File: src/rtl/c_prbs_checker.sv
// -----------------------------------------------------------------------------
// c_fbmult / c_prbs_checker
//
// c_fbmult: combinational multi-step LFSR next-state function (Galois form).
//    The register is shifted towards higher indices. Bit width-1 is the bit
//    shifted out, and when it is set the feedback vector is XORed in.
//    feedback  [0:width-1]  feedback polynomial taps
//    complete  1            insert the all-zeros state into the sequence
//    data_in   [0:width-1]  current LFSR state
//    data_out  [0:width-1]  state after 'iterations' steps
//
// c_prbs_checker: self-synchronising PRBS stream checker for link/channel BIST.
//    It seeds from the stream and acquires lock after lock_threshold matching
//    words. While locked it flywheels on its own prediction, then counts and
//    flags mismatches. It drops lock after unlock_threshold consecutive misses.
//    clk           clock
//    reset         asynchronous active-low reset
//    active        clock enable; all state holds while low
//    feedback      LFSR polynomial (quasi-static)
//    complete      de Bruijn completion flag (quasi-static)
//    resync        synchronous force to UNLOCKED
//    clear_errors  synchronous clear of error_count
//    valid_in      data_in carries a stream word this cycle
//    data_in       received LFSR state word
//    locked        registered, high in LOCKED
//    error         registered one-cycle pulse per counted mismatch
//    error_count   registered saturating mismatch counter
// -----------------------------------------------------------------------------

module c_fbmult #(
   parameter int width      = 16,
   parameter int iterations = 1
) (
   input  logic [0:width-1] feedback,
   input  logic             complete,
   input  logic [0:width-1] data_in,
   output logic [0:width-1] data_out
);

   // Single Galois step. With complete set, the shifted-out bit is inverted
   // whenever every other bit is zero. This splices 0 in after the state
   // 0...01 and makes 0 lead on to the feedback state.
   function automatic logic [0:width-1] lfsr_step(
      input logic [0:width-1] fb,
      input logic             cmp,
      input logic [0:width-1] st
   );
      logic             out_s;
      logic [0:width-1] nxt_s;
      out_s = st[width-1] ^ (cmp & ~(|st[0:width-2]));
      nxt_s = {1'b0, st[0:width-2]};
      if (out_s) begin
         nxt_s = nxt_s ^ fb;
      end else begin
         nxt_s = nxt_s;
      end
      return nxt_s;
   endfunction

   logic [0:width-1] state_s;

   // Unrolled chain of 'iterations' LFSR steps.
   always_comb begin
      state_s = data_in;
      for (int i = 0; i < iterations; i++) begin
         state_s = lfsr_step(feedback, complete, state_s);
      end
      data_out = state_s;
   end

endmodule


File: config.mk
export PLATFORM = sky130hd
export DESIGN_NAME = c_fbmult
export DESIGN_NICKNAME = d
export VERILOG_FILES = /design/src/rtl/c_prbs_checker.sv
export SDC_FILE = /design/constraint.sdc
export NUM_CORES = 1
export LEC_CHECK = 0
export CORE_MARGIN = 2
export CORE_UTILIZATION = 32
export DETAILED_ROUTE_END_ITERATION = 6
export GPL_TIMING_DRIVEN = 0
export PLACE_DENSITY = 0.84
export RECOVER_POWER = 100
export SETUP_SLACK_MARGIN = 0.4
export SYNTH_ARGS = -nofsm -noshare
export SYNTH_HDL_FRONTEND = slang
export SYNTH_SLANG_ARGS = --single-unit
File: constraint.sdc
create_clock -name vclk -period 1.6
set_input_delay 0.24 -clock vclk [all_inputs]
set_output_delay 0.24 -clock vclk [all_outputs]
set_load 0.05 [all_outputs]
==> impl_metrics.sql, run 1 <==
INSERT INTO impl_metrics (metric_group, metric, value, unit) VALUES
('floorplanning', 'die_h', '44.5', 'µm'),
('logic_synthesis', 'postSynthAreaPerCell', '7.30', 'µm²'),
('logic_synthesis', 'syn-cell-area', '526', 'µm²'),
('run_status', 'outcome', 'aborted with a tool error', ''),
('run_status', 'toolErrorMsg', '[ERROR DPL-0038] Utilization greater than 100%, impossible to legalize', ''),
('clocking', 'post_cts.repair.setup_buffers', '5', ''),
('logic_synthesis', 'post-synth-top-area-fraction', '28.6', '%'),
('placement', 'gp_routability_congestion', '0.679', ''),
('floorplanning', 'start_util', '34.5', '%'),
('logic_synthesis', 'netlist-cell-type-count', '11', ''),
('logic_synthesis', 'synth.cells.most_frequent', 'xor2_1, mux2i_1, nand2_1, nand2b_1', ''),
('clocking', 'postCtsHoldBufs', '0', ''),
('logic_synthesis', 'synth-compound-area-share', '0', '%'),
('logic_synthesis', 'number_of_nets_produced_by_synthesis', '105', ''),
('floorplanning', 'placement_rows', '14', ''),
('floorplanning', 'io_pins', '49', ''),
('clocking', 'cts_repair_resize_count', '216', ''),
('placement', 'number_of_i_o_port_buffers', '49', ''),
('logic_synthesis', 'synth_top_family_by_area', 'simple AND/OR/NAND/NOR gates', ''),
('placement', 'place.detailed.instances', '137', ''),
('logic_synthesis', 'yosys_warnings', '0', ''),
('run_status', 'haltStage', 'clock tree synthesis (4_1_cts)', ''),
('logic_synthesis', 'post_synth_fa_ha_maj_area_fraction', '0', '%'),
('logic_synthesis', 'synthMuxAreaShare', '28.6', '%'),
('logic_synthesis', 'synthesized_instance_count', '72', ''),
('floorplanning', 'floorplan.die.width', '44.5', 'µm'),
('placement', 'post-dp-hpwl', '2380', 'µm'),
('logic_synthesis', 'synth_simple_gate_area_share', '36.7', '%'),
('logic_synthesis', 'post_synth_xor_area_fraction', '26.7', '%'),
('logic_synthesis', 'leading_cell_type_by_number_of_instances_after_synthesis', 'xor2_1', ''),
('logic_synthesis', 'ys_seq_area_share', '0', '%'),
('logic_synthesis', 'biggest_area_contributors_in_the_synthesized_netlist', 'mux2i_1, xor2_1, nand2b_1', ''),
('logic_synthesis', 'synth_area_leader_cell', 'mux2i_1', '');
kinds of logic after synthesis:
group,count (synthesis)
XOR/XNOR,16
AND/OR/NAND/NOR,36
buffers and inverters,5
multiplexers,15
metrics by stage:
| stage | cell area [µm²] | TNS, ns | setup WS [ns] | hold WS [ns] |
|---|---|---|---|---|
| 3_3_place_gp | 1440 | -24.87 | -1.61 | 1.71 |
| 3_5_place_dp | 1440 | -28.50 | -1.84 | 1.72 |
| 2_1_floorplan | 928 | -4.16 | -0.318 | 0.595 |
==> run 2, diff against run 1 <==
==> config.mk (replaced) <==
export PLATFORM = sky130hd
export DESIGN_NAME = c_fbmult
export DESIGN_NICKNAME = d
export VERILOG_FILES = /design/src/rtl/c_prbs_checker.sv
export SDC_FILE = /design/constraint.sdc
export NUM_CORES = 1
export LEC_CHECK = 0
export CORE_AREA = 2 2 63 65
export DETAILED_ROUTE_END_ITERATION = 6
export DIE_AREA = 0 0 65 67
export GPL_TIMING_DRIVEN = 0
export PLACE_DENSITY_LB_ADDON = 0.15
export RECOVER_POWER = 100
export SYNTH_ARGS = -nofsm -noshare
export SYNTH_HDL_FRONTEND = slang
export SYNTH_SLANG_ARGS = --single-unit
==> run 2 against run 1 <==
- synthesized area unchanged
- the flow now finishes, with violations (negative setup slack)
- synthesized cell count did not move
==> impl_metrics.sql, run 2 <==
INSERT INTO impl_metrics (metric_group, metric, value, unit) VALUES
('pwr', 'power_leakage', '0.634', 'nW'),
('sta', 'max_slew.worst_pin.slew', '0.227', 'ns'),
('final_layout', 'mostFrequentLayoutCell', 'buf_6', ''),
('routing', 'drt_first_pass_iters', '2', ''),
('final_layout', 'area_growth_syn_to_layout', '236', '%'),
('final_layout', 'mostFrequentLayoutCells', 'buf_6, clkdlybuf4s50_1', ''),
('pwr', 'report.power.total', '0.567', 'mW'),
('final_layout', 'final_core_utilization', '49.0', '%'),
('sta', 'achievable-frequency', '488', 'MHz'),
('hold_path', 'min_path_type', 'in -> out', ''),
('placement', 'number_of_i_o_port_buffers', '49', ''),
('routing', 'routed_wire_length_per_instance', '12.0', 'µm'),
('final_layout', 'num_antenna_cells', '0', ''),
('run_status', 'outcome', 'finished with violations', ''),
('worst_setup_path', 'worst_ep_arrival_time', '1.81', 'ns'),
('logic_synthesis', 'netlist-cell-type-count', '11', ''),
('final_layout', 'design_area', '0.00177', 'mm²'),
('sta', 'finalSetupViolCount', '16', ''),
('routing', 'wl_met1', '810', 'µm'),
('logic_synthesis', 'synth_top_family_by_area', 'simple AND/OR/NAND/NOR gates', ''),
('final_layout', 'area_occupied_by_registers', '0', 'µm²'),
('floorplanning', 'core_area', '0.00361', 'mm²'),
('worst_setup_path', 'crit_path_start', 'data_in[12]', ''),
('sta', 'worst_slew_margin_rel', '84.5', '%'),
('grt', 'grt_pass1_wl', '3620', 'µm'),
('final_layout', 'final_net_count', '166', ''),
('logic_synthesis', 'synth-compound-area-share', '0', '%'),
('sta', 'slew_viol_final', '0', ''),
('routing', 'route.vias.total', '706', ''),
('logic_synthesis', 'post_synth_xor_area_fraction', '26.7', '%'),
('routing', 'met3WireLength', '155', 'µm'),
('logic_synthesis', 'synth_area_leader_cell', 'mux2i_1', ''),
('logic_synthesis', 'synthesized_instance_count', '72', ''),
('placement', 'gp_routability_congestion', '0.630', ''),
('placement', 'post-dp-hpwl', '1710', 'µm'),
('pwr', 'max-vdd-ir-drop', '0.000140', 'V'),
('flow_run', 'maxCapViolations', '0', ''),
('logic_synthesis', 'synth.cells.most_frequent', 'xor2_1, mux2i_1, nand2_1, nand2b_1', ''),
('sta', 'grt_setup_unrepaired', 'yes', ''),
('routing', 'route.met2.wl', '1190', 'µm'),
('logic_synthesis', 'syn-cell-area', '526', 'µm²'),
('routing', 'route.detailed.vias_per_inst', '3.94', ''),
('worst_setup_path', 'critPathKind', 'in -> out', ''),
('logic_synthesis', 'number_of_nets_produced_by_synthesis', '105', ''),
('floorplanning', 'die_h', '67', 'µm'),
('logic_synthesis', 'post_synth_fa_ha_maj_area_fraction', '0', '%'),
('floorplanning', 'die_area', '0.00436', 'mm²'),
('logic_synthesis', 'post-synth-top-area-fraction', '28.6', '%'),
('run_status', 'failing_checks', 'negative setup slack', ''),
('worst_setup_path', 'worstSetupEndpointType', 'output pin', ''),
('routing', 'drt_first_iter_violations', '11', ''),
('logic_synthesis', 'leading_cell_type_by_number_of_instances_after_synthesis', 'xor2_1', ''),
('routing', 'final_antenna_net_count', '0', ''),
('sta', 'final.hold.worst_slack', '0.783', 'ns'),
('grt', 'largest_net_degree_at_the_start_of_global_routing', '11', ''),
('sta', 'final.period_utilization', '128', '%'),
('grt', 'gr-usage-all-layers', '10.5', '%'),
('logic_synthesis', 'synth_simple_gate_area_share', '36.7', '%'),
('logic_synthesis', 'postSynthAreaPerCell', '7.30', 'µm²'),
('hold_path', 'holdCritStartpoint', 'data_in[3]', ''),
('logic_synthesis', 'biggest_area_contributors_in_the_synthesized_netlist', 'mux2i_1, xor2_1, nand2b_1', ''),
('worst_setup_path', 'worstPathRequired', '1.36', 'ns'),
('grt', 'grt_antenna_before_repair', '0', ''),
('placement', 'place_area', '0.00148', 'mm²'),
('final_layout', 'clock_buffers', '0', ''),
('grt', 'number_of_global_route_vias_before_repair', '784', ''),
('sta', 'report.final.hold_viol_count', '0', ''),
('pwr', 'pwr_density_cell', '321', 'mW/mm²'),
('clocking', 'postCtsHoldBufs', '0', ''),
('routing', 'route.top_layer_used', 'met3', ''),
('grt', 'overflow', '0', ''),
('logic_synthesis', 'synthMuxAreaShare', '28.6', '%'),
('worst_setup_path', 'crit_path_start_kind', 'input pin', ''),
('final_layout', 'nFlopsAndLatches', '0', ''),
('logic_synthesis', 'yosys_warnings', '0', ''),
('final_layout', 'layout-drive-gt1-share', '61.8', '%'),
('logic_synthesis', 'ys_seq_area_share', '0', '%'),
('sta', 'finalWorstPathRequiredPeriod', '2.05', 'ns'),
('routing', 'final_routed_wirelength_across_all_metal_layers', '2160', 'µm'),
('floorplanning', 'io_pins', '49', ''),
('routing', 'drcViolationCount', '0', ''),
('floorplanning', 'placement_rows', '22', ''),
('hold_path', 'timing.hold.worst_path_depth', '3', ''),
('floorplanning', 'floorplan.die.width', '65', 'µm'),
('worst_setup_path', 'worstPathMaxFanout', '7', ''),
('floorplanning', 'start_util', '14.6', '%'),
('sta', 'final.setup.worst_slack', '-0.447', 'ns');
## run 2: worst max-delay path, cell delays in order
cell and delay [ns]:
buf_8 0.10, nor4_4 0.28, and4_1 0.27, buf_12 0.14
buf_12 0.15, mux2i_4 0.28, xor2_4 0.17, buf_6 0.17
## run 2: report_power, final
group	switching, mW	leakage [nW]	internal, mW
registers	0	0	0
logic	0.305	0.634	0.262
clock network	0	0	0
## run 2: final timing paths
| check | slack, ns | endpoint |
|---|---|---|
| setup / recovery | -0.45 | data_out[8] |
| hold / removal | 0.78 | data_out[4] |
## run 2: routing by layer
layer  vias up  GRT usage (%)
li1        347              -
met1       329           13.4
met2        30           20.1
met3         0           1.18
met4         0              0
met5         -              0
## run 2: metrics by stage
stage,instances,TNS [ns],setup slack [ns]
2_1_floorplan,72,-4.16,-0.318
4_1_cts,175,-6.59,-0.462
3_3_place_gp,169,-25.98,-1.68
6_report,179,-6.47,-0.447
3_5_place_dp,169,-26.27,-1.71
5_1_grt,179,-7.53,-0.509
## run 2: cell families (layout without fill, tap and decap cells)
kind of cell / count (synthesis) / after routing
buffers and inverters: 5 / 64
and+or+nand+nor: 36 / 36
xor gates and xnor gates: 16 / 16
muxes: 15 / 15
## run 2: timing repair
item                                    in CTS  in global routing
pin swaps                                   15                  5
resized for setup                          228                 13
endpoints found under the setup margin      16                 16
setup buffers                                5                  4
gates cloned                                 1                  0
## run 2: cell type report
| type | instances | area, µm² |
|---|---|---|
| fill | 324 | 1840 |
| multi-input combinational | 67 | 1010 |
| timing repair buffer | 59 | 636 |
| tap | 48 | 60.1 |
| buffer | 5 | 57.6 |
(Power assumes the default switching activity.)
